===== src/rtl/adc_pkg.sv =====
// Shared types and constants for the ADC capture sequencer slice.
package adc_pkg;

    typedef enum logic [2:0] {
        ST_IDLE    = 3'd0,
        ST_ARM     = 3'd1,
        ST_WAIT    = 3'd2,
        ST_CAPTURE = 3'd3,
        ST_READY   = 3'd4
    } adc_state_e;

    typedef enum logic {
        EDGE_RISE = 1'b0,
        EDGE_FALL = 1'b1
    } adc_edge_e;

    localparam logic [7:0] DEF_HI = 8'd150;
    localparam logic [7:0] DEF_LO = 8'd100;

endpackage


===== src/rtl/adc_capture_sequencer_if.sv =====
// Host/ADC/FIFO-side signal bundle of the capture sequencer.
interface adc_capture_sequencer_if #(
    parameter int CNT_W = 16
);
    logic             cfg_valid;
    logic [7:0]       cfg_hi;
    logic [7:0]       cfg_lo;
    logic             cfg_edge;
    logic             cfg_single;
    logic             start;
    logic             ack;
    logic             stop;
    logic [7:0]       adc_data;
    logic [7:0]       buf_data;
    logic             buf_wr;
    logic             buf_rd_en;
    logic [CNT_W-1:0] frame_len;
    logic             trig_auto;
    logic [2:0]       state;

    modport master (
        output cfg_valid, cfg_hi, cfg_lo, cfg_edge, cfg_single,
        output start, ack, stop, adc_data,
        input  buf_data, buf_wr, buf_rd_en, frame_len, trig_auto, state
    );

    modport slave (
        input  cfg_valid, cfg_hi, cfg_lo, cfg_edge, cfg_single,
        input  start, ack, stop, adc_data,
        output buf_data, buf_wr, buf_rd_en, frame_len, trig_auto, state
    );
endinterface


===== src/rtl/adc_hyst_trigger.sv =====
// Hysteresis edge detector: fire only after the opposite-side pre-condition was seen since clr.
module adc_hyst_trigger
    import adc_pkg::*;
(
    input  logic       clk,
    input  logic       rst_n,
    input  logic       clr,
    input  logic [7:0] hi,
    input  logic [7:0] lo,
    input  logic       edge_sel,
    input  logic [7:0] adc_data,
    output logic       primed,
    output logic       fire
);
    logic pre;
    logic hit;
    logic seen_q;

    assign pre = (edge_sel == EDGE_FALL) ? (adc_data > hi) : (adc_data < lo);
    assign hit = (edge_sel == EDGE_FALL) ? (adc_data < lo) : (adc_data > hi);

    always_ff @(posedge clk or negedge rst_n) begin
        if (!rst_n) begin
            seen_q <= 1'b0;
        end else if (clr) begin
            seen_q <= 1'b0;
        end else if (pre) begin
            seen_q <= 1'b1;
        end
    end

    assign primed = seen_q;
    assign fire   = seen_q & hit;

endmodule


===== src/rtl/adc_capture_sequencer.sv =====
// Acquisition frame sequencer: trigger qualify, gate LEN samples to the FIFO, hold for readout.
// Optional auto-trigger timeout is enabled by defining ADC_SEQ_AUTO_TRIG_EN.
//
// state   | meaning
// IDLE    | stopped; config and start accepted
// ARM     | waiting for the trigger pre-condition
// WAIT    | pre-condition seen; waiting for the fire crossing
// CAPTURE | buf_wr high, LEN samples written
// READY   | frame held for host readout until ack
module adc_capture_sequencer
    import adc_pkg::*;
#(
    parameter int LEN   = 3000,
    parameter int CNT_W = 16
`ifdef ADC_SEQ_AUTO_TRIG_EN
    , parameter int TIMEOUT = 1000000
`endif
) (
    input logic                    clk,
    input logic                    rst_n,
    adc_capture_sequencer_if.slave bus
);
    localparam logic [2:0] IDLE    = ST_IDLE;
    localparam logic [2:0] ARM     = ST_ARM;
    localparam logic [2:0] WAIT    = ST_WAIT;
    localparam logic [2:0] CAPTURE = ST_CAPTURE;
    localparam logic [2:0] READY   = ST_READY;

    localparam logic [CNT_W-1:0] LAST = CNT_W'(LEN - 1);

    logic [2:0]       state, nxt;
    logic [7:0]       hi_q, lo_q;
    logic             edge_q, single_q;
    logic [CNT_W-1:0] cnt;
    logic [7:0]       buf_data_q;
    logic             buf_wr_q, rd_en_q;
    logic             primed, fire, trig_clr, hunting, arm_entry, tmo_hit;

    always_ff @(posedge clk or negedge rst_n) begin
        if (!rst_n) begin
            hi_q     <= DEF_HI;
            lo_q     <= DEF_LO;
            edge_q   <= EDGE_RISE;
            single_q <= 1'b1;
        end else if (state == IDLE && bus.cfg_valid) begin
            hi_q     <= bus.cfg_hi;
            lo_q     <= bus.cfg_lo;
            edge_q   <= bus.cfg_edge;
            single_q <= bus.cfg_single;
        end
    end

    assign hunting  = (state == ARM) || (state == WAIT);
    assign trig_clr = !hunting;

    adc_hyst_trigger u_trig (
        .clk      (clk),
        .rst_n    (rst_n),
        .clr      (trig_clr),
        .hi       (hi_q),
        .lo       (lo_q),
        .edge_sel (edge_q),
        .adc_data (bus.adc_data),
        .primed   (primed),
        .fire     (fire)
    );

`ifdef ADC_SEQ_AUTO_TRIG_EN
    localparam int TMO_W = $clog2(TIMEOUT + 1);
    logic [TMO_W-1:0] tmo_cnt;
    logic             trig_auto_q;

    assign tmo_hit = hunting && (tmo_cnt == TMO_W'(TIMEOUT - 1));

    // Counter is held at zero outside ARM/WAIT, so every arm starts a fresh timeout.
    always_ff @(posedge clk or negedge rst_n) begin
        if (!rst_n) begin
            tmo_cnt     <= '0;
            trig_auto_q <= 1'b0;
        end else begin
            tmo_cnt <= hunting ? tmo_cnt + 1'b1 : '0;
            if (arm_entry) begin
                trig_auto_q <= 1'b0;
            end else if (tmo_hit && nxt == CAPTURE) begin
                trig_auto_q <= 1'b1;
            end
        end
    end

    assign bus.trig_auto = trig_auto_q;
`else
    assign tmo_hit       = 1'b0;
    assign bus.trig_auto = 1'b0;
`endif

    always_comb begin
        nxt = state;
        if (bus.stop) begin
            nxt = IDLE;
        end else begin
            case (state)
                IDLE:    if (bus.start) nxt = ARM;
                ARM:     if (tmo_hit) nxt = CAPTURE; else if (primed) nxt = WAIT;
                WAIT:    if (fire || tmo_hit) nxt = CAPTURE;
                CAPTURE: if (cnt == LAST) nxt = READY;
                READY:   if (bus.ack) nxt = single_q ? IDLE : ARM;
                default: nxt = IDLE;
            endcase
        end
    end

    assign arm_entry = (nxt == ARM) && (state != ARM);

    // Outputs are decoded from the next state so they line up with the state register.
    always_ff @(posedge clk or negedge rst_n) begin
        if (!rst_n) begin
            state      <= IDLE;
            buf_data_q <= '0;
            buf_wr_q   <= 1'b0;
            rd_en_q    <= 1'b0;
            cnt        <= '0;
        end else begin
            state      <= nxt;
            buf_data_q <= bus.adc_data;
            buf_wr_q   <= (nxt == CAPTURE);
            rd_en_q    <= (nxt == READY);
            if (arm_entry) begin
                cnt <= '0;
            end else if (buf_wr_q && cnt != {CNT_W{1'b1}}) begin
                cnt <= cnt + 1'b1;
            end
        end
    end

    assign bus.state     = state;
    assign bus.buf_data  = buf_data_q;
    assign bus.buf_wr    = buf_wr_q;
    assign bus.buf_rd_en = rd_en_q;
    assign bus.frame_len = cnt;

endmodule


===== src/flat_wrapper.sv =====
// flat-port wrapper written by rule: the top's interface ports become plain ports
module adc_capture_sequencer_flat import adc_pkg::*;
#(
    parameter int LEN   = 3000,
    parameter int CNT_W = 16

)
  (clk, rst_n, bus_cfg_valid, bus_cfg_hi, bus_cfg_lo, bus_cfg_edge, bus_cfg_single, bus_start, bus_ack, bus_stop, bus_adc_data, bus_buf_data, bus_buf_wr, bus_buf_rd_en, bus_frame_len, bus_trig_auto, bus_state);
  adc_capture_sequencer_if #(.CNT_W(CNT_W)) bus_i ();
  input logic clk;
  input logic rst_n;
  input wire logic [$bits(bus_i.cfg_valid)-1:0] bus_cfg_valid;
  input wire logic [$bits(bus_i.cfg_hi)-1:0] bus_cfg_hi;
  input wire logic [$bits(bus_i.cfg_lo)-1:0] bus_cfg_lo;
  input wire logic [$bits(bus_i.cfg_edge)-1:0] bus_cfg_edge;
  input wire logic [$bits(bus_i.cfg_single)-1:0] bus_cfg_single;
  input wire logic [$bits(bus_i.start)-1:0] bus_start;
  input wire logic [$bits(bus_i.ack)-1:0] bus_ack;
  input wire logic [$bits(bus_i.stop)-1:0] bus_stop;
  input wire logic [$bits(bus_i.adc_data)-1:0] bus_adc_data;
  output wire logic [$bits(bus_i.buf_data)-1:0] bus_buf_data;
  output wire logic [$bits(bus_i.buf_wr)-1:0] bus_buf_wr;
  output wire logic [$bits(bus_i.buf_rd_en)-1:0] bus_buf_rd_en;
  output wire logic [$bits(bus_i.frame_len)-1:0] bus_frame_len;
  output wire logic [$bits(bus_i.trig_auto)-1:0] bus_trig_auto;
  output wire logic [$bits(bus_i.state)-1:0] bus_state;
  assign bus_i.cfg_valid = bus_cfg_valid;
  assign bus_i.cfg_hi = bus_cfg_hi;
  assign bus_i.cfg_lo = bus_cfg_lo;
  assign bus_i.cfg_edge = bus_cfg_edge;
  assign bus_i.cfg_single = bus_cfg_single;
  assign bus_i.start = bus_start;
  assign bus_i.ack = bus_ack;
  assign bus_i.stop = bus_stop;
  assign bus_i.adc_data = bus_adc_data;
  assign bus_buf_data = bus_i.buf_data;
  assign bus_buf_wr = bus_i.buf_wr;
  assign bus_buf_rd_en = bus_i.buf_rd_en;
  assign bus_frame_len = bus_i.frame_len;
  assign bus_trig_auto = bus_i.trig_auto;
  assign bus_state = bus_i.state;
  adc_capture_sequencer #(.LEN(LEN), .CNT_W(CNT_W)) u_core (.clk(clk), .rst_n(rst_n), .bus(bus_i));
endmodule

===== config.mk =====
export PLATFORM = sky130hd
export DESIGN_NAME = adc_capture_sequencer_flat
export DESIGN_NICKNAME = d
export VERILOG_FILES = /design/src/rtl/adc_pkg.sv /design/src/rtl/adc_capture_sequencer_if.sv /design/src/rtl/adc_hyst_trigger.sv /design/src/rtl/adc_capture_sequencer.sv /design/src/flat_wrapper.sv
export SDC_FILE = /design/constraint.sdc
export NUM_CORES = 1
export LEC_CHECK = 0
export ABC_AREA = 1
export CAP_MARGIN = 20
export CELL_PAD_IN_SITES_DETAIL_PLACEMENT = 1
export CELL_PAD_IN_SITES_GLOBAL_PLACEMENT = 1
export CORE_ASPECT_RATIO = 1.4
export CORE_MARGIN = 5
export CORE_UTILIZATION = 38
export DETAILED_ROUTE_END_ITERATION = 10
export MAX_ROUTING_LAYER = met4
export PLACE_DENSITY_LB_ADDON = 0.1
export SYNTH_ARGS = -nofsm -noshare
export SYNTH_HDL_FRONTEND = slang
export SYNTH_SLANG_ARGS = --single-unit

===== constraint.sdc =====
create_clock -name clk -period 4.1 [get_ports clk]
set_clock_uncertainty 0.15 [all_clocks]
set_input_delay 0.82 -clock clk [delete_from_list [all_inputs] [get_ports clk]]
set_output_delay 0.82 -clock clk [all_outputs]
set_load 0.02 [all_outputs]

# Word-level counts from Yosys, hierarchy flattened
# Cells that the tools add are included.
# op_classes
n_eq_ne	11
mux	14
add_sub_neg	1
shift	0
div_mod_pow	0
n_reduce_logical	6
mul	0
bitwise	1
magnitude_cmp	2
# op_table
operator	n
two-way mux 16 bit	2
two-way mux 3 bit	6
adder 16 x 1 -> 16 bit (second input constant)	1
== test 16 x 12 -> 1 bit (second input constant)	1
inequality test 16 bit (second input constant)	1
case mux 3 bit (5 select lines)	1
== test 3 x 2 -> 1 bit (second input constant)	3
> comparator 8 bit	1
less-than comparator 8 bit	1
== test 3 x 1 -> 1 bit (second input constant)	2
== test 3 bit (second input constant)	2
two-way mux 1 bit	5
logical AND 1 bit	3
zero test 3 bit	1
inequality test 3 x 1 -> 1 bit (second input constant)	1
inequality test 2 bit (second input constant)	1
nonzero test 2 bit	1
AND 1 bit	1
logical OR 1 bit	1
# word_totals
input_bits	32
wordCells	45
mem_bits_rw	0
n_memories	0
latch_bits	0
output_inout_bits	30
regBits	48
rom_bits	0

# Logic depth before layout (Yosys ltp)
# Gate-level depths: netlist of run 1.
# depth
ltp_word	9
ltp_mapped	17
ltp_nobuf	16

# By module
# Synthesis of run 1 repeated with hierarchy kept, for this count alone.
# unflattened
cells_unflattened	321
hier_area_um2	2690.1
# by_module_without_submodules
mod	instances	seq_area_each_um2	cells_per_inst	area_each_um2
adc_capture_sequencer	1	1186.1	243	2222.1
adc_hyst_trigger	1	25.0	78	467.9

# Worst setup path after synthesis of run 1
# OpenSTA, ideal clock, no wires.
# synth_path
path_kind	input to register
start	input port bus_adc_data[7]
end	register u_core.cnt[12] (netlist: u_core.bus.frame_len[12])
arrival_ps	2029
slack_ps	1810
required_time_ps	3839
stages	13
path_buffers	1
setup_ps	111
cell_sequence	ha_1 -> nand2_1 -> nor2_1 -> nand2_1 -> nand2_1 -> nand2_1 -> nand2_1 -> nand3_1 -> nand2_2 -> nand3_4 -> buf_12 -> nand2_4 -> inv_2
# synth_via
elab_chain_cells	9
elab_cells_between_ends	11
classes_between	order compare (2); eq/ne (1); mux (5); bitwise (1); reduce/logical (2)
# synth_rtl
item	line_no	rtl
start: declaration	flat_wrapper.sv:20	input wire logic [$bits(bus_i.adc_data)-1:0] bus_adc_data;
> comparator 8 bit / less-than comparator 8 bit (equally long branches)	adc_hyst_trigger.sv:20	assign hit = (edge_sel == EDGE_FALL) ? (adc_data < lo) : (adc_data > hi);
two-way mux 1 bit (*)	adc_hyst_trigger.sv:20	
AND 1 bit (*)	adc_hyst_trigger.sv:33	assign fire = seen_q & hit;
two-way mux 3 bit (*)	adc_capture_sequencer.sv:104	WAIT: if (fire || tmo_hit) nxt = CAPTURE;
case mux 3 bit (5 select lines) (*)	adc_capture_sequencer.sv:101	case (state)
two-way mux 3 bit (*)	adc_capture_sequencer.sv:98	if (bus.stop) begin
== test 3 x 1 -> 1 bit (*)	adc_capture_sequencer.sv:112	assign arm_entry = (nxt == ARM) && (state != ARM);
logical AND 1 bit (*)	adc_capture_sequencer.sv:112	
two-way mux 16 bit / nonzero test 2 bit (equally long branches)	n/a	
end signal: assignment	adc_capture_sequencer.sv:130	cnt <= cnt + 1'b1;
end: declaration	adc_capture_sequencer.sv:34	logic [CNT_W-1:0] cnt;
# Every way passes the cells marked *; elsewhere a longest branch is shown, timed or not.
# A chain may end at the register's enable or synchronous reset.

# Final worst setup path of run 1
# layout_path
start	input port bus_adc_data[7]
end	register u_core.cnt[3] (netlist: u_core.bus.frame_len[3])
# Same word-level chain as after synthesis.

==> results.yml, run 1 <==
yosys:
  synthFlopType: "dfrtp_1"
  async_flop_share_pct: 100
  syn-instance-count: 325
  seq_area_frac_synth_pct: 43.9
  ys_ff_latch: 48
  synth.avg_cell_area_sq_um: 8.49
  synthesis.area_sq_um: 2760
  ys_warn_count: 0
  yosysUniqueCellTypes: 34
  synth_enable_flop_cells: 0
  synth_nets: 373
power_and_ir_drop:
  p_comb_share_pct: 27.2
  power.share.switching_pct: 31.7
  pwr-share-clk_pct: 25.3
  power_density_nw_per_um2: 334
  power_w: 0.00119
  power_frac_seq_pct: 47.5
  power.leakage_nw: 1.88
  vdd_drop_max_v: 0.000200
  p_int_w: 0.000813
  switching_power_w: 0.000377
placement:
  hpwl_microns: 4990
  io_buffers: 60
  place.gp.congestion: 0.816
setup_path:
  cpMaxStageDelayCell: "clkdlybuf4s50_1"
  r2r_setup_slack_ns: 1.75
  cp_cell_sequence: "clkdlybuf4s50_1, ha_1, nand2_1, nor2_1, nand2_1, nand2_1, nand2_1, nand2_1, nand3_1, nand2_2, nand3_4, nand2_1, inv_1"
  start_kind: "primary input"
  rr_startpoint: "u_core.hi_q[7]"
  cp.arrival_ns: 2.84
  crit_buf_inv: 2
  critPathCaptureType: "register"
  path_delay_family: "simple AND/OR/NAND/NOR gates"
  worstSetupPathDepth: 13
  path_class: "primary input to register"
  required_ns: 4.16
  rr_endpoint: "u_core.bus.frame_len[3]"
  r2r_cells: 13
  critPathMaxFanout: 16
  cp-endpoint: "u_core.bus.frame_len[3]"
  slowest_delay_ns: 0.46
  startpoint: "bus_adc_data[7]"
  cpMostUsedCell: "nand2_1"
detailed_routing:
  routedWlPerCell_microns: 12.8
  vias_per_cell: 4.57
  drt_iter0_drc: 43
  routed-via-count: 2220
  ant_nets: 0
  drc: 0
  drt-total-wl_microns: 6240
  firstDrtPassIters: 6
floorplan:
  die_h_microns: 111
  io_pins: 62
  rows: 36
  dieArea_sq_um: 9090
  coreArea_sq_um: 7030
  die_x_microns: 82.0
  start_util_pct: 39.3
cts:
  cts-htree-levels: 2
  clk_latency_ns: 0.31
  cts.root.buffer_cell: "clkbuf_8"
  post_cts_buffers: 0
  ctsHoldBuffers: 0
  cts_sinks: 48
  clkTransAtPathRegs_ns: 0.09
  cts_buffer_depth: 2
  cts_buffers: 5
  post_cts_resized: 0
  cts_tree: "built"
global_routing:
  antenna_found_initial: 0
  grt_max_degree: 43
  gr-total-overflow: 0
  grt_pass1_wl_microns: 10600
  grt_pass1_vias: 2399
  grt_usage_pct: 15.4
timing:
  hold_viol_final: 0
  slew_violations: 0
  hold-worst-slack_ns: 0.268
  setup_viol: 0
  fin_tns_setup_ns: 0
  fin_crit_sh_pct: 67.9
  max_freq_mhz: 359
  fin_crit_ns: 2.78
  grt_setup_unrepaired: "no"
hold_path:
  min_path_type: "primary input to async pin"
finish:
  final_nets: 438
  area_delta_synth_final_pct: 29.1
  antenna_cells: 0
  drive_above_1_share_pct: 19.4
job:
  max_cap_viol_count: 0
run_status:
  status: "complete, no violations"
state kept, by name, indices dropped and copies added, names as in the netlist:
register / flops
u_core.bus.frame_len: 16
u_core.u_trig.primed: 1
u_core.bus.buf_data: 8
u_core.bus.state: 3
u_core.hi_q: 8
u_core.edge_q: 1
u_core.lo_q: 8
u_core.bus.buf_rd_en: 1
u_core.bus.buf_wr: 1
u_core.single_q: 1
power by group through the flow:
stage	combinational, W	clock (W)	sequential [W]
after CTS	0.000333	0.000317	0.000565
final	0.000324	0.000301	0.000565
after global placement	0.000319	0	0.000573
after floorplan	0.000210	0	0.000582
after global routing	0.000371	0.000334	0.000573
after detailed placement	0.000331	0	0.000575
Yosys cell counts, types with 2 or more instances:
cell | n | share of area, %
nand2_1 | 57 | 7.8
inv_1 | 54 | 7.3
dfrtp_1 | 40 | 36
nor2_1 | 32 | 4.4
a21oi_1 | 23 | 4.2
inv_2 | 19 | 2.6
ha_1 | 16 | 7.3
nand2_4 | 11 | 4.5
nand3_1 | 11 | 2.0
dfstp_2 | 8 | 7.6
nand2_2 | 8 | 1.8
nand3_2 | 5 | 1.8
o21ai_0 | 5 | 0.91
xor2_1 | 5 | 1.6
clkbuf_1 | 3 | 0.41
mux2_2 | 3 | 1.2
nor2_4 | 3 | 1.2
nand4_1 | 2 | 0.45
nor2_2 | 2 | 0.45
nor3_1 | 2 | 0.36
o21a_1 | 2 | 0.54
xnor2_1 | 2 | 0.64
layout by cell type (no fill, tap or decap), types with 2 or more instances in the layout:
master           count
o21a_1               2
ha_1                16
o21ai_0              5
mux2_2               3
xnor2_1              2
nand4_1              2
clkdlybuf4s50_1     59
nor2_1              32
nand3_1             11
a21oi_1             23
nand2_2              8
nand2_1             57
dfstp_2              8
nor3_1               2
clkinv_2             2
dfrtp_1             40
nand2_4             11
nor2_4               3
inv_2               19
clkbuf_8             6
inv_1               54
nand3_2              5
nor2_2               2
buf_4                2
xor2_1               5
layout make-up:
cell class	instances	area (sq um)
clock inverter	2	10.0
fill	874	3460
timing repair buffer	63	631
clock buffer	6	82.6
multi-input combinational	198	1230
inverter	74	278
sequential	48	1210
tap	95	119
per-stage QoR:
step / cells / setup WS (ns) / instance area, sq um / util, %
6_report: 486 / 1.32 / 3560 / 50.7
5_1_grt: 486 / 1.11 / 3560 / 50.7
4_1_cts: 485 / 1.27 / 3540 / 50.4
3_5_place_dp: 477 / 0.923 / 3450 / 49.1
3_3_place_gp: 477 / 0.955 / 3450 / 49.1
2_1_floorplan: 325 / 1.81 / 2760 / -
routing by layer:
metal | wire (microns) | share of wire [%] | track usage (%) | vias to the layer above
li1 | - | - | - | 1108
met1 | 2360 | 38 | 14.6 | 1067
met2 | 3500 | 56 | 29.2 | 39
met3 | 291 | 4.7 | 3.50 | 6
met4 | 85 | 1.4 | 4.99 | 0
met5 | 0 | 0 | - | -
worst min path at each step:
stage,startpoint,to,slack (ns)
6_report,rst_n,u_core.bus.frame_len[5],0.27
3_5_place_dp,u_core.hi_q[2],u_core.hi_q[2],0.33
5_1_grt,rst_n,u_core.bus.frame_len[5],0.28
2_1_floorplan,u_core.hi_q[1],u_core.hi_q[1],0.30
4_1_cts,u_core.hi_q[2],u_core.hi_q[2],0.34
3_3_place_gp,u_core.hi_q[2],u_core.hi_q[2],0.32
kinds of logic after synthesis:
group | Yosys count | share of synthesized area, %
AND/OR/NAND/NOR | 138 | 27.1
XOR/XNOR | 8 | 2.81
flip-flops | 48 | 43.9
multiplexers | 3 | 1.22
other | 1 | 0.136
adder cells (fa/ha/maj) | 16 | 7.26
buffers and inverters | 79 | 11.5
AO/OA/AOI/OAI | 32 | 6.08
No activity file was read; power rests on OpenSTA's default activity.
==> run 2, diff against run 1 <==
CORE_UTILIZATION = 34   (was 38)
clock period = 2.3 ns   (was 4.1 ns; I/O delays follow)
==> results.yml, run 2 (synthesized netlist as in run 1, its figures left out) <==
finish:
  fillers: 968
  mostFrequentLayoutCell: "nand2_1"
  largest_reg_flops: 16
  drive_above_1_share_pct: 21.9
  most-common-layout-cells: "55 x nand2_1, 54 x inv_1, 52 x clkdlybuf4s50_1"
  antenna_cells: 0
  stdcell_area_sq_um: 3750
  area_delta_synth_final_pct: 36.1
  final_nets: 444
  utilization_pct: 46.6
global_routing:
  gr-total-overflow: 0
  antenna_found_initial: 0
  grt_pass1_vias: 2371
  grt_max_degree: 49
  grt_usage_pct: 13.7
  grt_pass1_wl_microns: 10500
setup_path:
  cpMaxStageDelayCell: "clkdlybuf4s50_1"
  critPathMaxFanout: 8
  cp-endpoint: "u_core.bus.frame_len[13]"
  cp.arrival_ns: 2.17
  rr_endpoint: "u_core.bus.frame_len[12]"
  required_ns: 2.34
  cpMostUsedCell: "nand2_1"
  start_kind: "primary input"
  r2r_cells: 13
  crit_buf_inv: 5
  slowest_delay_ns: 0.47
  path_delay_family: "buffers and inverters"
  rr_startpoint: "u_core.bus.frame_len[0]"
  worstSetupPathDepth: 18
  startpoint: "bus_adc_data[0]"
  path_class: "primary input to register"
  cp_cell_sequence: "clkdlybuf4s50_1, inv_1, ha_1, inv_1, nand2_1, nand2_1, nand2_1, nand2_1, nand2_1, nand2_1, nand2_2, nand2_2, nand3_2, nand2_2, nand3_4, buf_12, nand2_4, inv_2"
  critPathCaptureType: "register"
  r2r_setup_slack_ns: 0.18
timing:
  hold_viol_final: 0
  grt_setup_unrepaired: "no"
  fin_crit_sh_pct: 92.8
  slew_violations: 0
  fin_crit_ns: 2.13
  fin_tns_setup_ns: 0
  max_freq_mhz: 469
  setup_viol: 0
detailed_routing:
  drt-total-wl_microns: 6240
  firstDrtPassIters: 3
  routed-via-count: 2226
  ant_nets: 0
  drc: 0
  vias_per_cell: 4.46
  drt_iter0_drc: 46
  routedWlPerCell_microns: 12.5
job:
  max_cap_viol_count: 0
placement:
  hpwl_microns: 4960
  place.gp.congestion: 0.749
  dpl_cell_area_sq_um: 3550
  io_buffers: 60
cts:
  ctsHoldBuffers: 0
  cts.root.buffer_cell: "clkbuf_16"
  post_cts_buffers: 0
  cts_buffers: 5
  cts_tree: "built"
  cts-htree-levels: 2
  clk_latency_ns: 0.28
  cts_buffer_depth: 2
  cts_sinks: 48
  clkTransAtPathRegs_ns: 0.06
floorplan:
  die_x_microns: 86.1
  die_h_microns: 117
  start_util_pct: 34.3
  dieArea_sq_um: 10000
  io_pins: 62
  rows: 39
  coreArea_sq_um: 8050
power_and_ir_drop:
  power.leakage_nw: 2.00
  vdd_drop_max_v: 0.000417
  power_density_nw_per_um2: 630
hold_path:
  min_path_type: "primary input to async pin"
run_status:
  status: "complete, no violations"
-- run 2: stage by stage --
| stage | setup slack (ns) | power [W] | instances | hold slack (ns) |
|---|---|---|---|---|
| after floorplan | 0.281 | 0.00141 | 325 | 0.0144 |
| after global placement | -0.285 | 0.00165 | 491 | 0.315 |
| after detailed placement | -0.323 | 0.00167 | 491 | 0.321 |
| after CTS | 0.0146 | 0.00240 | 499 | 0.0195 |
| after global routing | 0.0220 | 0.00253 | 499 | 0.0353 |
| final | 0.166 | 0.00237 | 499 | 0.00549 |
-- run 2: what timing repair did --
action | 4_1_cts | 5_1_grt
endpoints found under the hold margin | 0 | 0
cloned | 0 | 0
pin swaps | 0 | 6
resized for setup | 1 | 13
setup endpoints to repair | 14 | 16
-- run 2: worst min-delay path by stage --
stage	startpoint	depth (start not counted)	slack (ns)	end
after detailed placement	u_core.lo_q[5]	2	0.32	u_core.lo_q[5]
final	rst_n	2	0.005	u_core.bus.frame_len[2]
after CTS	rst_n	2	0.02	u_core.bus.frame_len[11]
after global routing	rst_n	2	0.04	u_core.bus.frame_len[2]
after floorplan	rst_n	0	0.01	u_core.bus.buf_data[0]
after global placement	u_core.hi_q[7]	2	0.31	u_core.hi_q[7]
-- run 2: layer usage --
| metal | GRT usage, % | vias to the layer above | part of all wire [%] |
|---|---|---|---|
| met4 | 3.48 | 0 | 1.0 |
| met5 | - | - | 0 |
| met3 | 2.89 | 5 | 4.2 |
| met2 | 27.6 | 34 | 58 |
| met1 | 12.7 | 1063 | 36 |
| li1 | - | 1124 | - |
-- run 2: worst register-to-register path: stages, from the launching register on --
cell	delay, ns
dfrtp_1	0.42
ha_1	0.23
nand2_1	0.11
inv_2	0.05
nand2_2	0.10
nor2_2	0.07
nand3_2	0.10
nand2_4	0.09
inv_2	0.15
nand2_2	0.11
nor2_1	0.14
xor2_1	0.25
nand2_4	0.07
inv_2	0.04
-- run 2: power by group --
group | switching (W) | internal, W | total, W
clock | 0.000302 | 0.000402 | 0.000704
combinational | 0.000354 | 0.000300 | 0.000654
sequential | 0.0000439 | 0.000964 | 0.00101
-- run 2: area by class of cell --
cell class	instances	area, sq um	share of cell area [%]
clock buffer	7	133	3.53
tap	102	128	3.40
clock inverter	1	5.00	0.133
multi-input combinational	198	1280	34.1
sequential	48	1210	32.3
timing repair buffer	69	718	19.1
inverter	74	278	7.40
